===== src/rtl/neopixel_frame_sched.sv =====
// Frame scheduler for a WS2812 chain: arbitrated pixel writes into a frame buffer,
// per-pixel streaming to the bit serializer, then a latch gap before the next frame.
module neopixel_frame_sched #(
   parameter int NUM_LEDS     = 7,
   parameter int FRAME_PERIOD = 416667,
   parameter int LATCH_CYCLES = 1300
) (
   input  logic        clk,
   input  logic        rst_n,
   input  logic        req0_valid,
   input  logic [7:0]  req0_idx,
   input  logic [23:0] req0_rgb,
   output logic        req0_ready,
   input  logic        req1_valid,
   input  logic [7:0]  req1_idx,
   input  logic [23:0] req1_rgb,
   output logic        req1_ready,
   input  logic        frame_req,
   output logic        px_valid,
   input  logic        px_ready,
   output logic [23:0] px_data,
   output logic        px_last,
   input  logic        ser_busy,
   output logic        busy,
   output logic        frame_done,
   output logic        wr_drop
);

   localparam int AW = (NUM_LEDS > 1) ? $clog2(NUM_LEDS) : 1;
   localparam int TW = $clog2(FRAME_PERIOD);
   localparam int CW = $clog2(LATCH_CYCLES + 1);
   localparam logic [7:0]    LAST_IDX = 8'(NUM_LEDS - 1);
   localparam logic [7:0]    NUM_IDX  = 8'(NUM_LEDS);
   localparam logic [TW-1:0] TICK_CNT = TW'(FRAME_PERIOD - 1);
   localparam logic [CW-1:0] LAT_LAST = CW'(LATCH_CYCLES - 1);

   typedef enum logic [1:0] {IDLE, FETCH, SEND, LATCH} state_t;

   state_t        state;
   logic [23:0]   buffer [NUM_LEDS];
   logic [7:0]    pix_idx;
   logic [CW-1:0] lat_cnt;
   logic [TW-1:0] timer;
   logic          dirty;
   logic          pending;
   logic          rr;

   logic          arb_on;
   logic          grant;
   logic          wr_ok;
   logic          tick;
   logic          start;
   logic [7:0]    wr_idx;
   logic [23:0]   wr_rgb;

   // rr = 0 gives requester 0 priority on a tie; writes only while not streaming
   assign arb_on     = rst_n && ((state == IDLE) || (state == LATCH));
   assign req0_ready = arb_on && req0_valid && (!req1_valid || !rr);
   assign req1_ready = arb_on && req1_valid && (!req0_valid || rr);
   assign grant      = req0_ready || req1_ready;
   assign wr_idx     = req1_ready ? req1_idx : req0_idx;
   assign wr_rgb     = req1_ready ? req1_rgb : req0_rgb;
   assign wr_ok      = grant && (wr_idx < NUM_IDX);
   assign wr_drop    = grant && !wr_ok;
   assign tick       = (timer == TICK_CNT);
   assign start      = (state == IDLE) && (frame_req || pending || (tick && dirty));

   always_ff @(posedge clk) begin
      if (wr_ok)
         buffer[wr_idx[AW-1:0]] <= wr_rgb;
   end

   always_ff @(posedge clk) begin
      if (!rst_n) begin
         state      <= IDLE;
         pix_idx    <= '0;
         lat_cnt    <= '0;
         timer      <= '0;
         dirty      <= 1'b0;
         pending    <= 1'b0;
         rr         <= 1'b0;
         px_valid   <= 1'b0;
         px_data    <= '0;
         px_last    <= 1'b0;
         busy       <= 1'b0;
         frame_done <= 1'b0;
      end else begin
         timer      <= tick ? '0 : timer + 1'b1;
         frame_done <= 1'b0;
         if (grant)
            rr <= req0_ready;
         if (wr_ok)
            dirty <= 1'b1;
         if (frame_req && (state != IDLE))
            pending <= 1'b1;
         case (state)
            IDLE: begin
               // a write granted in this same cycle belongs to the new frame
               if (start) begin
                  state   <= FETCH;
                  pix_idx <= '0;
                  dirty   <= 1'b0;
                  pending <= 1'b0;
                  busy    <= 1'b1;
               end
            end
            FETCH: begin
               px_data  <= buffer[pix_idx[AW-1:0]];
               px_valid <= 1'b1;
               px_last  <= (pix_idx == LAST_IDX);
               state    <= SEND;
            end
            SEND: begin
               if (px_ready) begin
                  px_valid <= 1'b0;
                  px_last  <= 1'b0;
                  if (pix_idx == LAST_IDX) begin
                     state      <= LATCH;
                     lat_cnt    <= '0;
                     frame_done <= (LATCH_CYCLES == 1);
                  end else begin
                     pix_idx <= pix_idx + 1'b1;
                     state   <= FETCH;
                  end
               end
            end
            LATCH: begin
               // frame_done is raised one edge early so it coincides with the final count
               if (lat_cnt == LAT_LAST) begin
                  state <= IDLE;
                  busy  <= 1'b0;
               end else if (ser_busy) begin
                  lat_cnt <= '0;
               end else begin
                  lat_cnt    <= lat_cnt + 1'b1;
                  frame_done <= ((lat_cnt + 1'b1) == LAT_LAST);
               end
            end
         endcase
      end
   end

endmodule


===== config.mk =====
export PLATFORM = sky130hd
export DESIGN_NAME = neopixel_frame_sched
export DESIGN_NICKNAME = d
export VERILOG_FILES = /design/src/rtl/neopixel_frame_sched.sv
export SDC_FILE = /design/constraint.sdc
export NUM_CORES = 1
export LEC_CHECK = 0
export CORE_MARGIN = 5
export CORE_UTILIZATION = 59
export CTS_BUF_LIST = sky130_fd_sc_hd__clkbuf_8
export CTS_CLUSTER_SIZE = 24
export DETAILED_ROUTE_END_ITERATION = 8
export PLACE_DENSITY = 0.93
export SETUP_SLACK_MARGIN = 0.5
export SLEW_MARGIN = 0
export SYNTH_ARGS = -nofsm -noshare
export SYNTH_HDL_FRONTEND = slang
export SYNTH_SLANG_ARGS = --single-unit

===== constraint.sdc =====
create_clock -name clk -period 5.6 [get_ports clk]
set_clock_uncertainty 0.15 [all_clocks]
set_input_delay 1.12 -clock clk [delete_from_list [all_inputs] [get_ports clk]]
set_output_delay 1.12 -clock clk [all_outputs]
set_load 0.02 [all_outputs]

* Word level (Yosys, flattened, before mapping)
Memories as Yosys holds them, arrays and structs flattened. A register that Yosys moved wholly into a read port is not among the register bits. Cells that the tools add are included. W data, S select, Z words.
Storage, ports and cells: flip-flop bits (word level) 47, memory bits (writable) 168, input port bits 71, memories 1
Operators by class: $add $sub $neg 3, magnitude comparators 1, equal/unequal tests 13, muxes and demuxes 30, bitwise gates (word level) 2, reductions and logical operators 34
Memories:
- buffer | depth 7, width 24, read ports 1, clocked after memory_dff 1, write ports 1, line 40 | logic [23:0] buffer [NUM_LEDS];
Operator list (count):
- $mux W11 | 4
- $mux W8 | 4
- $mux W24 | 1
- $eq A11 B11 Y1 const B | 2
- $pmux W11 S2 | 1
- $add A19 B1 Y19 const B | 1
- $eq A19 B19 Y1 const B | 1
- $pmux W8 S2 | 1
- $add A11 B1 Y11 const B | 1
- $mux W1 | 11
- $logic_and A1 B1 Y1 | 10
- $ne A2 B2 Y1 const B | 5
- $reduce_bool A2 Y1 | 5
- $add A8 B1 Y8 const B | 1
- $eq A8 B3 Y1 const B | 1
- $lt A8 B3 Y1 const B | 1
- $mux W2 | 4
- $pmux W2 S4 | 1
- $reduce_and A4 Y1 | 2
- $logic_or A1 B1 Y1 | 6
- $pmux W1 S2 | 3
- $reduce_and A3 Y1 | 2
- $logic_not A1 Y1 | 5
- $eq A2 B2 Y1 const B | 2
- 7 further kinds | 8

* Longest topological paths before layout
Gate-level depths: netlist (run 1).
depth after elaboration 11, gate-level depth with buffers 11

* Worst setup path after synthesis (run 1)
OpenSTA, ideal clock, no wires.
path kind input -> register, start point in rst_n, end point mem buffer[1][0], enable pin, setup time 0.474 ns, arrival time 4.663 ns, slack 0.312 ns, stages 6, buffers on the path 1, path through clkbuf_1 -> nor2b_1 -> nand3_1 -> inv_2 -> mux2_2 -> nor4b_1
Between the ends: word-level cells in the longest chain between the ends 8
Ends and longest elaborated chain:
- from (decl) | line 9 | input logic rst_n,
- $logic_and A1 B1 Y1 (*) | line 57 | assign arb_on = rst_n && ((state == IDLE) || (state == LATCH));
- $logic_and A1 B1 Y1 (2 in series) | line 59 | assign req1_ready = arb_on && req1_valid && (!req0_valid || rr);
- $mux W8 | line 61 | assign wr_idx = req1_ready ? req1_idx : req0_idx;
- $lt A8 B3 Y1 | line 63 | assign wr_ok = grant && (wr_idx < NUM_IDX);
- $logic_and A1 B1 Y1 | line 63
- $mux W1 | line 69 | if (wr_ok)
- $mux W1 (implied by the code) | line 70 | buffer[wr_idx[AW-1:0]] <= wr_rgb;
- to (decl) | line 40
Mark *: on every way between the ends. The rest lies on a longest branch, timed or not.

* Worst setup path in the final report (run 1)
start point in rst_n, end point out wr_drop
Between the ends: word-level cells in the longest chain between the ends 8
Ends and longest elaborated chain:
- $logic_and A1 B1 Y1 (*) | line 57
- $logic_and A1 B1 Y1 (2 in series) | line 59
- $mux W8 | line 61
- $lt A8 B3 Y1 | line 63
- $logic_and A1 B1 Y1 | line 63
- $logic_not A1 Y1 | line 64 | assign wr_drop = grant && !wr_ok;
- $logic_and A1 B1 Y1 (*) | line 64
- to (decl) | line 26 | output logic wr_drop
Marks and branches as above.

==> reports/results.ini, run 1 <==
[min_path]
min_from=timer[0]
min_path_type=reg -> reg

[synthesis]
synth_ff_type=edfxtp_1
synthCells=802
synth.avg_cell_area_um2=12.7
synth.net_count=883
async_reset_ff_share_pct=0
synth_seq_cells=239
yosysSeqAreaShare_pct=63.6
synth_cell_type_count=64
yosys_warnings=0
synthesis.area_um2=10200
synth-edff-count=168

[floorplan]
die_w_um=141
die_h_um=141
pin_count=102
dieArea_um2=20000
initial_core_util_pct=59.4
coreArea_um2=17100
row_count=48

[power_and_ir_drop]
peakVddDrop_uv=266
p_leak_nw=4.26
p_per_area_nw_per_um2=355

[clock_network]
clock-sinks=239
cts_buffers=39
cts_resized=0
cts_tree=done
clock_latency_ns=0.55
cts-htree-levels=2
clk_pin_slew_worst_paths_ns=0.06
clockRootBuffer=clkbuf_8
cts_setup_buffers=0
ctsHoldBuffers=0
cts_buffer_depth=3

[setup_path]
cp.required_ns=4.33
crit_type=in -> out
worstSetupEndpointType=output pin
worstSetupStartpoint=rst_n
regToRegStartpoint=state[0]
critPathArrivalTime_ns=3.47
crit_chain=clkdlybuf4s50_1, buf_4, nor2b_1, nand3_2, inv_2, mux2_2, a21boi_0, o22ai_1, clkdlybuf4s50_1
crit_fanout=9
crit_path_start_kind=primary input
crit_slowest_cell=clkdlybuf4s50_1
max_stage_delay_ns=0.55
cpMostUsedCell=clkdlybuf4s50_1

[detailed_routing]
routedWlPerCell_um=18.3
routed_wl_mm=21.4
drt_first_pass_iters=5
drc_errors=0
drtIter0Drc=503
vias_per_cell=5.80
postRouteAntennaNets=0
routed-via-count=6794

[outcome]
status=finished, final reports clean

[timing]
maxSlewHeadroom_pct=29.0
rsz0062_at_grt=no
setup_tns_ns=0
finalCritPeriodShare_pct=84.6
fin_crit_ns=4.74
setup_violations=0
report.final.slew_viol_count=0
tightest_slew_ns=1.07
hold_viol=0
max_freq_ghz=0.211

[place]
place_inst=1100
port_buffers=101
gp_congestion=0.888
dp_hpwl_mm=12.9

[global_route]
grt_max_degree=78
grt_pass1_vias=6888
antenna_found_initial=0
grt_pass1_wl_mm=34.5
grt_usage_pct=21.7
grt-ovfl-total=0

[run]
drv_cap=0

[finish]
layout.nets=997
syn2layout_area_growth_pct=19.7
regArea_um2=6470
n_antenna_cell=0
layout_commonest_cell=edfxtp_1
stdcell_count=1171
multiInputGateArea_um2=3510
drive_gt1_share_pct=12.4
final_cell_mix=edfxtp_1 (168), nand2_1 (120), clkdlybuf4s50_1 (101)
fill_cells=1078

final cells by class:
| cell class | instances | share of cell area (%) |
|---|---|---|
| timing repair buffer | 113 | 9.05 |
| tap | 225 | 2.31 |
| clock inverter | 26 | 1.02 |
| clock buffer | 45 | 5.09 |
| sequential | 239 | 53.2 |
| multi-input combinational | 506 | 28.8 |
| inverter | 17 | 0.524 |
cells by family (layout without fill, tap and decap cells):
family	count (synthesis)	count (layout)	synth area share, %
compound gates	117	117	7.25
xor+xnor	20	20	1.72
fa+ha+maj	10	10	1.23
buf+inv	57	201	2.35
flops	239	239	63.6
mux	75	75	10.4
simple gates	284	284	13.5
path summary, 6_finish.rpt:
check	endpoint	slack, ns	depth (start not counted)
worst max-delay path	wr_drop	0.86	9
worst min-delay path	timer[0]	0.33	1
worst max register to register	buffer[2][22]	2.39	8
worst min register to register	timer[0]	0.33	1
Yosys cell counts (13+ instances only):
library cell | instances | area share (%)
edfxtp_1 | 168 | 50
clkbuf_1 | 25 | 0.92
o21ai_0 | 40 | 2.0
nand2_1 | 120 | 4.4
inv_1 | 14 | 0.52
mux2i_1 | 50 | 4.9
a211oi_1 | 25 | 1.8
nor3_1 | 13 | 0.64
nor2_1 | 71 | 2.6
a21oi_1 | 18 | 0.89
nand3_1 | 17 | 0.84
mux4_2 | 24 | 5.3
dfxtp_1 | 71 | 14
sequential cells by signal, indices dropped and copies added, names as in the netlist:
register,flops
dirty,1
px_valid,1
rr,1
px_data,24
state,2
buffer,168
lat_cnt,11
frame_done,1
busy,1
px_last,1
pending,1
timer,19
pix_idx,8
stage by stage:
| step | setup WS, ns | cell area (um2) | hold WS (ns) | power [mW] | utilization (%) |
|---|---|---|---|---|---|
| 2_1_floorplan | 0.313 | 10200 | 0.280 | 2.61 | - |
| 3_3_place_gp | 0.903 | 11400 | 0.291 | 2.90 | 66.8 |
| 3_5_place_dp | 0.850 | 11400 | 0.306 | 2.93 | 66.8 |
| 4_1_cts | 0.835 | 12200 | 0.319 | 4.35 | 71.1 |
| 5_1_grt | 0.724 | 12200 | 0.345 | 4.53 | 71.1 |
| 6_report | 0.860 | 12200 | 0.326 | 4.33 | 71.1 |
worst max-delay path, delay by kind of cell:
family	cells	cell delay, ns
buffers and inverters	4	1.26
muxes	1	0.39
AOI/OAI and AO/OA	2	0.29
and+or+nand+nor	2	0.41
layer usage:
layer / vias to the layer above / GRT usage [%] / part of all wire (%) / wire length (um)
met5: - / 0 / 0 / 0
met4: 0 / 8.36 / 2.3 / 499
met2: 254 / 37.0 / 51 / 10900
met3: 45 / 4.35 / 7.0 / 1500
li1: 3208 / - / - / -
met1: 3287 / 27.5 / 40 / 8590
where the power goes:
part | total (mW) | internal, mW | switching (mW)
combinational | 0.808 | 0.332 | 0.477
clock | 1.42 | 0.740 | 0.678
sequential | 2.10 | 2.03 | 0.0715
(Power assumes the default switching activity.)
==> run 2: changes to the inputs <==
==> constraint.sdc (replaced) <==
create_clock -name clk -period 4.9 [get_ports clk]
set_clock_uncertainty 0.15 [all_clocks]
set_input_delay 0.98 -clock clk [delete_from_list [all_inputs] [get_ports clk]]
set_output_delay 0.98 -clock clk [all_outputs]
set_load 0.02 [all_outputs]
==> run 2 against run 1 <==
Effect of this change: critical path depth fell by 1; first-iteration DRC count fell by 11%; total power rose by 13%; final cell count fell by 0.26%; via count fell by 0.84%; non-clock buffer count did not move.
==> reports/results.ini, run 2 (synthesis results as in run 1) <==
[global_route]
grt_pass1_wl_mm=34.5
grt_use_met3_pct=4.04
gr-max-usage-layer=met2
use_met2_pct=38.7
grt_usage_pct=21.7
antenna_found_initial=0
grt_max_degree=78
grt-ovfl-total=0
grt_use_met1_pct=27.0
grt_pass1_vias=6899

[min_path]
min_path_type=reg -> reg
min_path_cells=2

[floorplan]
die_h_um=141
row_count=48
pin_count=102
coreArea_um2=17100
initial_core_util_pct=59.4
dieArea_um2=20000
die_w_um=141

[setup_path]
worstSetupEndpointType=output pin
crit_fanout=7
crit_type=in -> out
crit_path_start_kind=primary input
regToRegStartpoint=state[1]
critPathCapture=wr_drop
worstSetupStartpoint=rst_n
reg2reg_slack_ns=1.61
r2r-end=buffer[2][15]
critPathArrivalTime_ns=3.13
cp.required_ns=3.77
rr_worst_depth=8

[clock_network]
clockRootBuffer=clkbuf_8
ctsHoldBuffers=0
clock-sinks=239
cts_tree=done
clock_latency_ns=0.54
clk_pin_slew_worst_paths_ns=0.05
cts_buffers=38
cts-htree-levels=2
cts_buffer_depth=3

[outcome]
status=finished, final reports clean

[timing]
maxSlewHeadroom_pct=29.8
rsz0062_at_grt=no
hold_viol=0
tightest_slew_ns=1.05
max_freq_ghz=0.235
fin_crit_ns=4.26
finalCritPeriodShare_pct=86.9
setup_violations=0
report.final.slew_viol_count=0

[finish]
regArea_um2=6470
stdcell_count=1168
layout_commonest_cell=edfxtp_1
drive_gt1_share_pct=12.2
n_antenna_cell=0
fill_cells=1117
largest_reg_flops=168
layout.nets=996
multiInputGateArea_um2=3510
syn2layout_area_growth_pct=19.4
final_cell_mix=edfxtp_1 (168), nand2_1 (120), clkdlybuf4s50_1 (101)

[detailed_routing]
routed_wl_mm=21.3
drt_first_pass_iters=5
routedWlPerCell_um=18.2
drtIter0Drc=449
vias_per_cell=5.77
postRouteAntennaNets=0
routed-via-count=6737
drc_errors=0

[place]
dp_hpwl_mm=13.5
place_inst=1100
gp_congestion=0.900
port_buffers=101

[run]
drv_cap=0

[power_and_ir_drop]
p_leak_nw=4.25
p_per_area_nw_per_um2=404
power_mw=4.91
peakVddDrop_uv=252

[run 2: cell count changes in the layout (fill, tap and decap cells not counted)]
cell | previous run | this run
bufinv_16 | 0 | 1
nor2b_1 | 5 | 4
clkinv_1 | 7 | 5
clkinvlp_4 | 1 | 0
inv_1 | 27 | 29
nor2b_2 | 1 | 2
clkinv_2 | 4 | 5
clkbuf_8 | 45 | 41
clkinv_8 | 1 | 0
inv_8 | 0 | 1
[run 2: cell type report]
class,count,share of cell area (%)
Inverter,17,0.526
Sequential cell,239,53.3
Clock buffer,41,4.65
Tap cell,225,2.32
Clock inverter,27,1.21
Multi-Input combinational cell,506,28.9
Timing Repair Buffer,113,9.07
[run 2: where the power goes]
group	total (mW)	internal, mW	switching, mW
Clock	1.59	0.831	0.756
Combinational	0.924	0.380	0.544
Sequential	2.40	2.32	0.0799
Total	4.91	3.53	1.38
[run 2: how the worst min path moves through the flow]
stage | start | end | slack (ns)
5_1_grt | timer[0] | timer[0] | 0.36
3_5_place_dp | timer[0] | timer[0] | 0.31
3_3_place_gp | timer[0] | timer[0] | 0.29
6_report | rr | rr | 0.32
2_1_floorplan | timer[0] | timer[0] | 0.28
4_1_cts | rr | rr | 0.33
[run 2: routing by layer]
metal	routed length, um	part of all wire [%]
met5	0	0
met3	1350	6.4
met4	390	1.8
met1	8420	40
met2	11100	52
[run 2: timing repair]
item                       in CTS  in global routing
setup endpoints to repair       0                  1
setup buffers                   0                  0
gates resized for setup         0                  1
[run 2: critical path, stage by stage]
cell and delay (ns):
clkdlybuf4s50_1 0.48, nor2b_2 0.22, nand3_2 0.14, inv_2 0.08, mux2_2 0.38, a21boi_0 0.18
o22ai_1 0.10, clkdlybuf4s50_1 0.56
[run 2: stage by stage]
| stage | TNS [ns] | util, % | area [um2] | setup WS, ns | hold slack [ns] |
|---|---|---|---|---|---|
| 2_1_floorplan | -11.88 | - | 10200 | -0.247 | 0.280 |
| 3_3_place_gp | 0 | 66.8 | 11400 | 0.551 | 0.292 |
| 5_1_grt | 0 | 70.9 | 12100 | 0.550 | 0.359 |
| 4_1_cts | 0 | 70.9 | 12100 | 0.539 | 0.327 |
| 6_report | 0 | 70.9 | 12100 | 0.644 | 0.324 |
| 3_5_place_dp | 0 | 66.8 | 11400 | 0.544 | 0.313 |
